**config.mk**
```make
export PLATFORM = sky130hd
export DESIGN_NAME = bpu_btb_ctrl
export DESIGN_NICKNAME = d
export VERILOG_FILES = /design/src/rtl/bpu_btb_ctrl.sv
export SDC_FILE = /design/constraint.sdc
export NUM_CORES = 1
export LEC_CHECK = 0
export ABC_AREA = 1
export CORE_MARGIN = 10
export CORE_UTILIZATION = 45
export CTS_CLUSTER_SIZE = 8
export DETAILED_ROUTE_END_ITERATION = 10
export PLACE_DENSITY = 0.91
export SLEW_MARGIN = 20
export SYNTH_ARGS = -nofsm -noshare
export SYNTH_HDL_FRONTEND = slang
export SYNTH_SLANG_ARGS = --single-unit
```
**constraint.sdc**
```tcl
create_clock -name i_clk -period 6.7 [get_ports i_clk]
set_input_delay 2.01 -clock i_clk [delete_from_list [all_inputs] [get_ports i_clk]]
set_output_delay 2.01 -clock i_clk [all_outputs]
set_load 0.02 [all_outputs]
```
**src/rtl/bpu_btb_ctrl.sv**
```systemverilog
// bpu_btb_ctrl: BTB port controller in front of a 256 x 39b single-port RAM
// (1-cycle read, write-first). Serves fetch lookups and queued commit
// updates (read-modify-write) on the one port; lookups have priority.
// After reset the RAM is swept to zero before lookups are accepted.
// Ports:
//   i_clk, i_rst            clock, async active-high reset
//   i_lk_valid/o_lk_ready   lookup handshake, i_lk_pc fetch PC
//   o_rsp_valid/hit/taken   lookup response, 1 cycle after accept
//   o_rsp_target            predicted target
//   i_upd_valid/o_upd_ready update handshake into the update FIFO
//   i_upd_pc/taken/target   resolved branch
//   o_ram_we/addr/din       RAM port, i_ram_dout RAM read data
//   o_perf_lk, o_perf_hit   lookup / hit counters
// Option macro: BPU_PERF_CNT_EN builds the perf counters (else tied 0).

module bpu_btb_ctrl #(
   parameter int unsigned UPD_DEPTH = 2,
   parameter logic [1:0]  CTR_ALLOC = 2'b10
) (
   input  logic        i_clk,
   input  logic        i_rst,
   input  logic        i_lk_valid,
   output logic        o_lk_ready,
   input  logic [31:0] i_lk_pc,
   output logic        o_rsp_valid,
   output logic        o_rsp_hit,
   output logic        o_rsp_taken,
   output logic [31:0] o_rsp_target,
   input  logic        i_upd_valid,
   output logic        o_upd_ready,
   input  logic [31:0] i_upd_pc,
   input  logic        i_upd_taken,
   input  logic [31:0] i_upd_target,
   output logic        o_ram_we,
   output logic [7:0]  o_ram_addr,
   output logic [38:0] o_ram_din,
   input  logic [38:0] i_ram_dout,
   output logic [31:0] o_perf_lk,
   output logic [31:0] o_perf_hit
);

   localparam int unsigned AW = $clog2(UPD_DEPTH);
   localparam logic [AW-1:0] PTR_ONE = 1;
   localparam logic [AW:0]   CNT_ONE = 1;
   localparam logic [AW:0]   CNT_FULL = (AW+1)'(UPD_DEPTH);

   typedef enum logic [1:0] {
      S_INIT,
      S_IDLE,
      S_UPD_WR
   } state_t;

   typedef struct packed {
      logic [7:0]  idx;
      logic [5:0]  tag;
      logic        taken;
      logic [29:0] tgt;
   } upd_t;

   typedef struct packed {
      logic        vld;
      logic [1:0]  ctr;
      logic [5:0]  tag;
      logic [29:0] tgt;
   } ent_t;

   state_t        r_state;
   state_t        w_state_nxt;
   logic [7:0]    r_init_cnt;
   upd_t          r_fifo [UPD_DEPTH];
   logic [AW-1:0] r_wr_ptr;
   logic [AW-1:0] r_rd_ptr;
   logic [AW:0]   r_cnt;
   logic          r_rsp_pend;
   logic [5:0]    r_lk_tag;

   logic          w_full;
   logic          w_empty;
   logic          w_push;
   logic          w_pop;
   logic          w_upd_go;
   logic          w_lk_acc;
   logic          w_lk_ready;
   logic          w_we;
   logic [7:0]    w_addr;
   ent_t          w_din;
   upd_t          w_upd_in;
   upd_t          w_head;
   ent_t          w_ent;
   logic          w_ent_hit;
   logic [1:0]    w_ctr_nxt;
   logic          w_rsp_hit;
   logic          w_unused;

   // ---------------- update FIFO ----------------
   assign w_full  = (r_cnt == CNT_FULL);
   assign w_empty = (r_cnt == '0);
   assign w_push  = i_upd_valid & ~w_full;
   assign w_head  = r_fifo[r_rd_ptr];

   always_comb begin
      w_upd_in       = '0;
      w_upd_in.idx   = i_upd_pc[9:2];
      w_upd_in.tag   = i_upd_pc[15:10];
      w_upd_in.taken = i_upd_taken;
      w_upd_in.tgt   = i_upd_target[31:2];
   end

   always_ff @(posedge i_clk) begin
      if (w_push)
         r_fifo[r_wr_ptr] <= w_upd_in;
   end

   always_ff @(posedge i_clk or posedge i_rst) begin
      if (i_rst) begin
         r_wr_ptr <= '0;
         r_rd_ptr <= '0;
         r_cnt    <= '0;
      end else begin
         if (w_push)
            r_wr_ptr <= r_wr_ptr + PTR_ONE;
         if (w_pop)
            r_rd_ptr <= r_rd_ptr + PTR_ONE;
         unique case ({w_push, w_pop})
            2'b10:   r_cnt <= r_cnt + CNT_ONE;
            2'b01:   r_cnt <= r_cnt - CNT_ONE;
            default: r_cnt <= r_cnt;
         endcase
      end
   end

   // Drain when nothing else wants the port, or when the
   // FIFO is full and would otherwise back-pressure commit.
   assign w_upd_go = ~w_empty & (~i_lk_valid | w_full);

   // ---------------- FSM: state register ----------------
   always_ff @(posedge i_clk or posedge i_rst) begin
      if (i_rst)
         r_state <= S_INIT;
      else
         r_state <= w_state_nxt;
   end

   always_ff @(posedge i_clk or posedge i_rst) begin
      if (i_rst)
         r_init_cnt <= '0;
      else if (r_state == S_INIT)
         r_init_cnt <= r_init_cnt + 8'd1;
   end

   // ---------------- FSM: next state ----------------
   always_comb begin
      w_state_nxt = r_state;
      unique case (r_state)
         S_INIT:
            if (r_init_cnt == 8'hFF)
               w_state_nxt = S_IDLE;
         S_IDLE:
            if (w_upd_go)
               w_state_nxt = S_UPD_WR;
         S_UPD_WR:
            w_state_nxt = S_IDLE;
         default:
            w_state_nxt = S_INIT;
      endcase
   end

   // ---------------- RMW counter / hit ----------------
   assign w_ent     = ent_t'(i_ram_dout);
   assign w_ent_hit = w_ent.vld & (w_ent.tag == w_head.tag);

   always_comb begin
      w_ctr_nxt = w_ent.ctr;
      if (w_head.taken) begin
         if (w_ent.ctr != 2'b11)
            w_ctr_nxt = w_ent.ctr + 2'b01;
      end else begin
         if (w_ent.ctr != 2'b00)
            w_ctr_nxt = w_ent.ctr - 2'b01;
      end
   end

   // ---------------- FSM: outputs ----------------
   always_comb begin
      w_lk_ready = 1'b0;
      w_lk_acc   = 1'b0;
      w_pop      = 1'b0;
      w_we       = 1'b0;
      w_addr     = '0;
      w_din      = '0;
      unique case (r_state)
         S_INIT: begin
            w_we   = 1'b1;
            w_addr = r_init_cnt;
         end
         S_IDLE: begin
            if (w_upd_go) begin
               w_addr = w_head.idx;
            end else begin
               w_lk_ready = 1'b1;
               if (i_lk_valid) begin
                  w_lk_acc = 1'b1;
                  w_addr   = i_lk_pc[9:2];
               end
            end
         end
         S_UPD_WR: begin
            w_pop  = 1'b1;
            w_addr = w_head.idx;
            if (w_ent_hit) begin
               w_we      = 1'b1;
               w_din.vld = 1'b1;
               w_din.ctr = w_ctr_nxt;
               w_din.tag = w_head.tag;
               w_din.tgt = w_head.taken ?
                           w_head.tgt : w_ent.tgt;
            end else if (w_head.taken) begin
               w_we      = 1'b1;
               w_din.vld = 1'b1;
               w_din.ctr = CTR_ALLOC;
               w_din.tag = w_head.tag;
               w_din.tgt = w_head.tgt;
            end
         end
         default: begin
            w_addr = '0;
         end
      endcase
   end

   // ---------------- lookup response ----------------
   always_ff @(posedge i_clk or posedge i_rst) begin
      if (i_rst) begin
         r_rsp_pend <= 1'b0;
         r_lk_tag   <= '0;
      end else begin
         r_rsp_pend <= w_lk_acc;
         if (w_lk_acc)
            r_lk_tag <= i_lk_pc[15:10];
      end
   end

   assign w_rsp_hit = r_rsp_pend & w_ent.vld &
                      (w_ent.tag == r_lk_tag);

   assign o_rsp_valid  = r_rsp_pend;
   assign o_rsp_hit    = w_rsp_hit;
   assign o_rsp_taken  = w_rsp_hit & w_ent.ctr[1];
   assign o_rsp_target = r_rsp_pend ?
                         {w_ent.tgt, 2'b00} : 32'd0;

   // Reset gates the write strobe so nothing is written
   // while reset is held in the INIT state.
   assign o_ram_we    = w_we & ~i_rst;
   assign o_ram_addr  = w_addr;
   assign o_ram_din   = w_din;
   assign o_lk_ready  = w_lk_ready;
   assign o_upd_ready = ~w_full;

   // ---------------- perf counters ----------------
`ifdef BPU_PERF_CNT_EN
   logic [31:0] r_perf_lk;
   logic [31:0] r_perf_hit;

   always_ff @(posedge i_clk or posedge i_rst) begin
      if (i_rst) begin
         r_perf_lk  <= '0;
         r_perf_hit <= '0;
      end else begin
         if (w_lk_acc)
            r_perf_lk <= r_perf_lk + 32'd1;
         if (w_rsp_hit)
            r_perf_hit <= r_perf_hit + 32'd1;
      end
   end

   assign o_perf_lk  = r_perf_lk;
   assign o_perf_hit = r_perf_hit;
`else
   assign o_perf_lk  = 32'd0;
   assign o_perf_hit = 32'd0;
`endif

   assign w_unused = ^{i_lk_pc[31:16], i_lk_pc[1:0],
                       i_upd_pc[31:16], i_upd_pc[1:0],
                       i_upd_target[1:0]};

endmodule

```
==> flow_summary_export.csv <==
group,metric,value,unit
final_layout,drive_above_1_share,5.469,%
logic_synthesis,syn_area_per_cell,8.570,sq um
setup_path,required,4.69,ns
clock_tree,cts_sinks,111,
setup_path,end_kind,"output port",
detailed_routing,drt_wl_total,17.48,mm
logic_synthesis,synth_cells,719,
final_layout,syn_to_final_growth,32.35,%
floorplan,coreArea,13350,sq um
global_routing,grt_max_degree,61,
sta,maxSlewViolCount,0,
floorplan,rows,42,
detailed_routing,firstDrtPassIters,5,
power,peakVddDrop,0.1347,mV
hold_path,whs_endpoint,"r_lk_tag[3]",
final_layout,fin_cells,1072,
detailed_routing,drtAntennaViolNets,0,
final_layout,antenna_cells_inserted,0,
floorplan,io_pins,289,
sta,worst_slew_pin_slew,1.004,ns
global_routing,track_usage,17.84,%
global_routing,grt_antenna_before_repair,0,
setup_path,cpLargestDelayFamily,"buffers and inverters",
floorplan,die-area,18770,sq um
floorplan,dieHeight,137.0,um
clock_tree,numCtsBuffers,9,
detailed_routing,drtIter0Drc,354,
clock_tree,clock_latency,0.35,ns
setup_path,rrSetupSlack,4.68,ns
job,maxCapViolCount,0,
setup_path,worstPathCellList,"clkdlybuf4s50_1 -> inv_1 -> nand2_1 -> nand3_1 -> nor2_4 -> nand2_2 -> nand2_2 -> nand2_4 -> nor2_2 -> clkdlybuf4s50_1",
setup_path,critPathKind,"in2out",
placement,placement.io_buffers,184,
final_layout,postLayoutCoreUtil,61.10,%
logic_synthesis,ys_ff_latch,111,
floorplan,initial_core_util,46.17,%
power,p_sw_share,28.91,%
global_routing,grt_pass1_wl,26.03,mm
logic_synthesis,synth.distinct_cells,31,
setup_path,start_kind,"primary input",
hold_path,min_from,"r_lk_tag[3]",
detailed_routing,route.detailed.drc,0,
logic_synthesis,synth_edf_count,90,
sta,fin_tns_setup,0,ns
placement,post-dp-hpwl,13.03,mm
clock_tree,cts_tree,"done",
clock_tree,cts_resized,0,
global_routing,grt_pass1_vias,5103,
detailed_routing,vias_per_cell,4.721,
detailed_routing,dr_total_vias,5061,
logic_synthesis,synthArstFlopShare,18.92,%
final_layout,design_area,8155,sq um
clock_tree,cts_setup_buffers,0,
setup_path,worstReg2RegEnd,"r_init_cnt[5]",
power,p_leak,3.584,nW
clock_tree,clk_pin_slew,0.07,ns
final_layout,finalNetCount,1033,
status,outcome,"finished, final reports clean",
power,p_clk_share,27.4,%
setup_path,critPathArrivalTime,4.42,ns
setup_path,slowest_delay,0.63,ns
power,power,1.815,mW
hold_path,hold_class,"reg2reg",
global_routing,grt_overflow_total,0,
floorplan,fp.dieW,137.0,um
sta,setup_viol,0,
placement,place_inst,1056,
logic_synthesis,yosysSeqAreaShare,52.39,%
logic_synthesis,synth_area,6162,sq um
setup_path,worstReg2RegStart,"r_state[0]",
clock_tree,cts_root_buf,"clkbuf_16",
logic_synthesis,yosysWarnings,0,
sta,rsz0062_at_grt,"no",
clock_tree,ctsHoldBuffers,0,
clock_tree,htree_levels,3,
setup_path,critPathBufInv,3,
logic_synthesis,ys.flop_type,"edfxtp_1",
sta,finalCritPeriodShare,95.95,%
logic_synthesis,yosys.area.top_type_share,43.86,%
sta,max-slew-margin-rel,33.06,%
sta,timing.fmax,0.1556,GHz
logic_synthesis,synth_area_leader_cell,"edfxtp_1",
detailed_routing,wl_per_cell,16.30,um
sta,post-route-min-period,6.429,ns
setup_path,ff2ff_path_depth,5,
placement,place_area,7885,sq um
final_layout,fillCellCount,1123,
power,internal_power,1.290,mW
setup_path,slowest_stage,"clkdlybuf4s50_1",
sta,skew,0.009356,ns
power,power.density,222.6,nW/um^2
setup_path,cp_max_fo,15,
logic_synthesis,synthTopCellsByArea,"edfxtp_1 (44%), nand2_1 (14%), dfrtp_1 (8.5%)",
clock_tree,ctsLongestPathBuffers,2,
hold_path,hold_depth,2,
power,comb_power_share,20.7,%
power,seq_power_share,51.9,%
power,power.switching,0.5248,mW
placement,place.gp.congestion,0.7946,
sta,hold_viol_final,0,
## power groups by stage
| stage | Sequential, mW | Clock [mW] | Combinational [mW] |
|---|---|---|---|
| after floorplan | 0.952 | 0 | 0.259 |
| after global placement | 0.948 | 0 | 0.366 |
| after detailed placement | 0.957 | 0 | 0.377 |
| after CTS | 0.943 | 0.512 | 0.379 |
| after global routing | 0.954 | 0.533 | 0.418 |
| final | 0.942 | 0.497 | 0.376 |
## layout make-up
type / instances / area, sq um / share of cell area [%]
Clock buffer: 13 / 250.2 / 3.068
Clock inverter: 3 / 20.02 / 0.2455
Inverter: 97 / 364.1 / 4.465
Multi-Input combinational cell: 480 / 2145 / 26.30
Sequential cell: 111 / 3229 / 39.60
Tap cell: 176 / 220.2 / 2.700
Timing Repair Buffer: 192 / 1927 / 23.63
## how the worst max path moves through the flow
stage          cells past startpoint           start       endpoint  slack [ns]
6_report                          10  i_ram_dout[31]  o_ram_din[37]        0.27
5_1_grt                           12  i_ram_dout[33]  o_ram_din[37]        0.14
4_1_cts                           12  i_ram_dout[33]  o_ram_din[37]        0.24
3_5_place_dp                      12  i_ram_dout[33]  o_ram_din[37]        0.25
3_3_place_gp                      10  i_ram_dout[31]  o_ram_din[37]        0.28
2_1_floorplan                      7  i_ram_dout[34]   o_ram_din[0]        1.71
## layout by cell type (no fill, tap or decap), drive strengths merged, types with 7 or more instances in the layout
cell type and count:
clkdlybuf4s50 184, a21oi 35, o21ai 13, conb 66
o211ai 7, dfrtp 21, clkbuf 13, inv 95
nand2 230, xor2 7, nor2 57, edfxtp 90
buf 8, nand3 42
## logic make-up (layout without fill, tap and decap cells)
logic type	Yosys count	after routing	share of synthesized area (%)
adders and majority gates	2	2	0.4060
and+or+nand+nor	339	339	22.78
DFF	111	111	52.39
other	1	66	0.06086
muxes	3	3	0.4873
buffers and inverters	193	305	17.02
AOI/OAI and AO/OA	57	57	5.015
xor gates and xnor gates	13	13	1.848
## sequential cells by signal (all words and copies together) (netlist names)
name	flops
r_rd_ptr	1
r_lk_tag	6
r_cnt	2
o_rsp_valid	1
r_state	2
r_fifo	90
r_init_cnt	8
r_wr_ptr	1
## stage by stage
| step | hold WS (ns) | setup slack (ns) |
|---|---|---|
| after floorplan | 0.4661 | 1.706 |
| after global placement | 0.4859 | 0.2807 |
| after detailed placement | 0.4892 | 0.2520 |
| after CTS | 0.5092 | 0.2396 |
| after global routing | 0.5241 | 0.1373 |
| final | 0.5077 | 0.2713 |
## worst min-delay path, delay by kind of cell (launching register included)
kind	cells	cell delay [ns]
DFF	1	0.37
and+or+nand+nor	2	0.11
## per-layer routing
metal  track usage (%)  vias up  routed length, um
li1                  -     2475                  -
met5                 0        -                  0
met4             6.733        0                334
met2             32.38      218               9013
met1             18.91     2345               6107
met3             5.499       23               2019
## cells in the mapped netlist (2+ instances only)
library cell and number:
mux2i_1 3, nor2_1 46, nor3_1 4, buf_2 10
xnor2_1 6, buf_4 67, ha_1 2, clkbuf_1 11
nor2_2 9, nand3_1 42, a21oi_1 35, clkinv_1 3
o21ai_1 5, edfxtp_1 90, buf_6 8, inv_2 4
nand2_2 5, inv_1 90, dfrtp_1 21, nor2_4 2
o211ai_1 7, nand2_1 224, o21ai_0 8, or2_2 4
xor2_1 7
(Power assumes the default switching activity.)
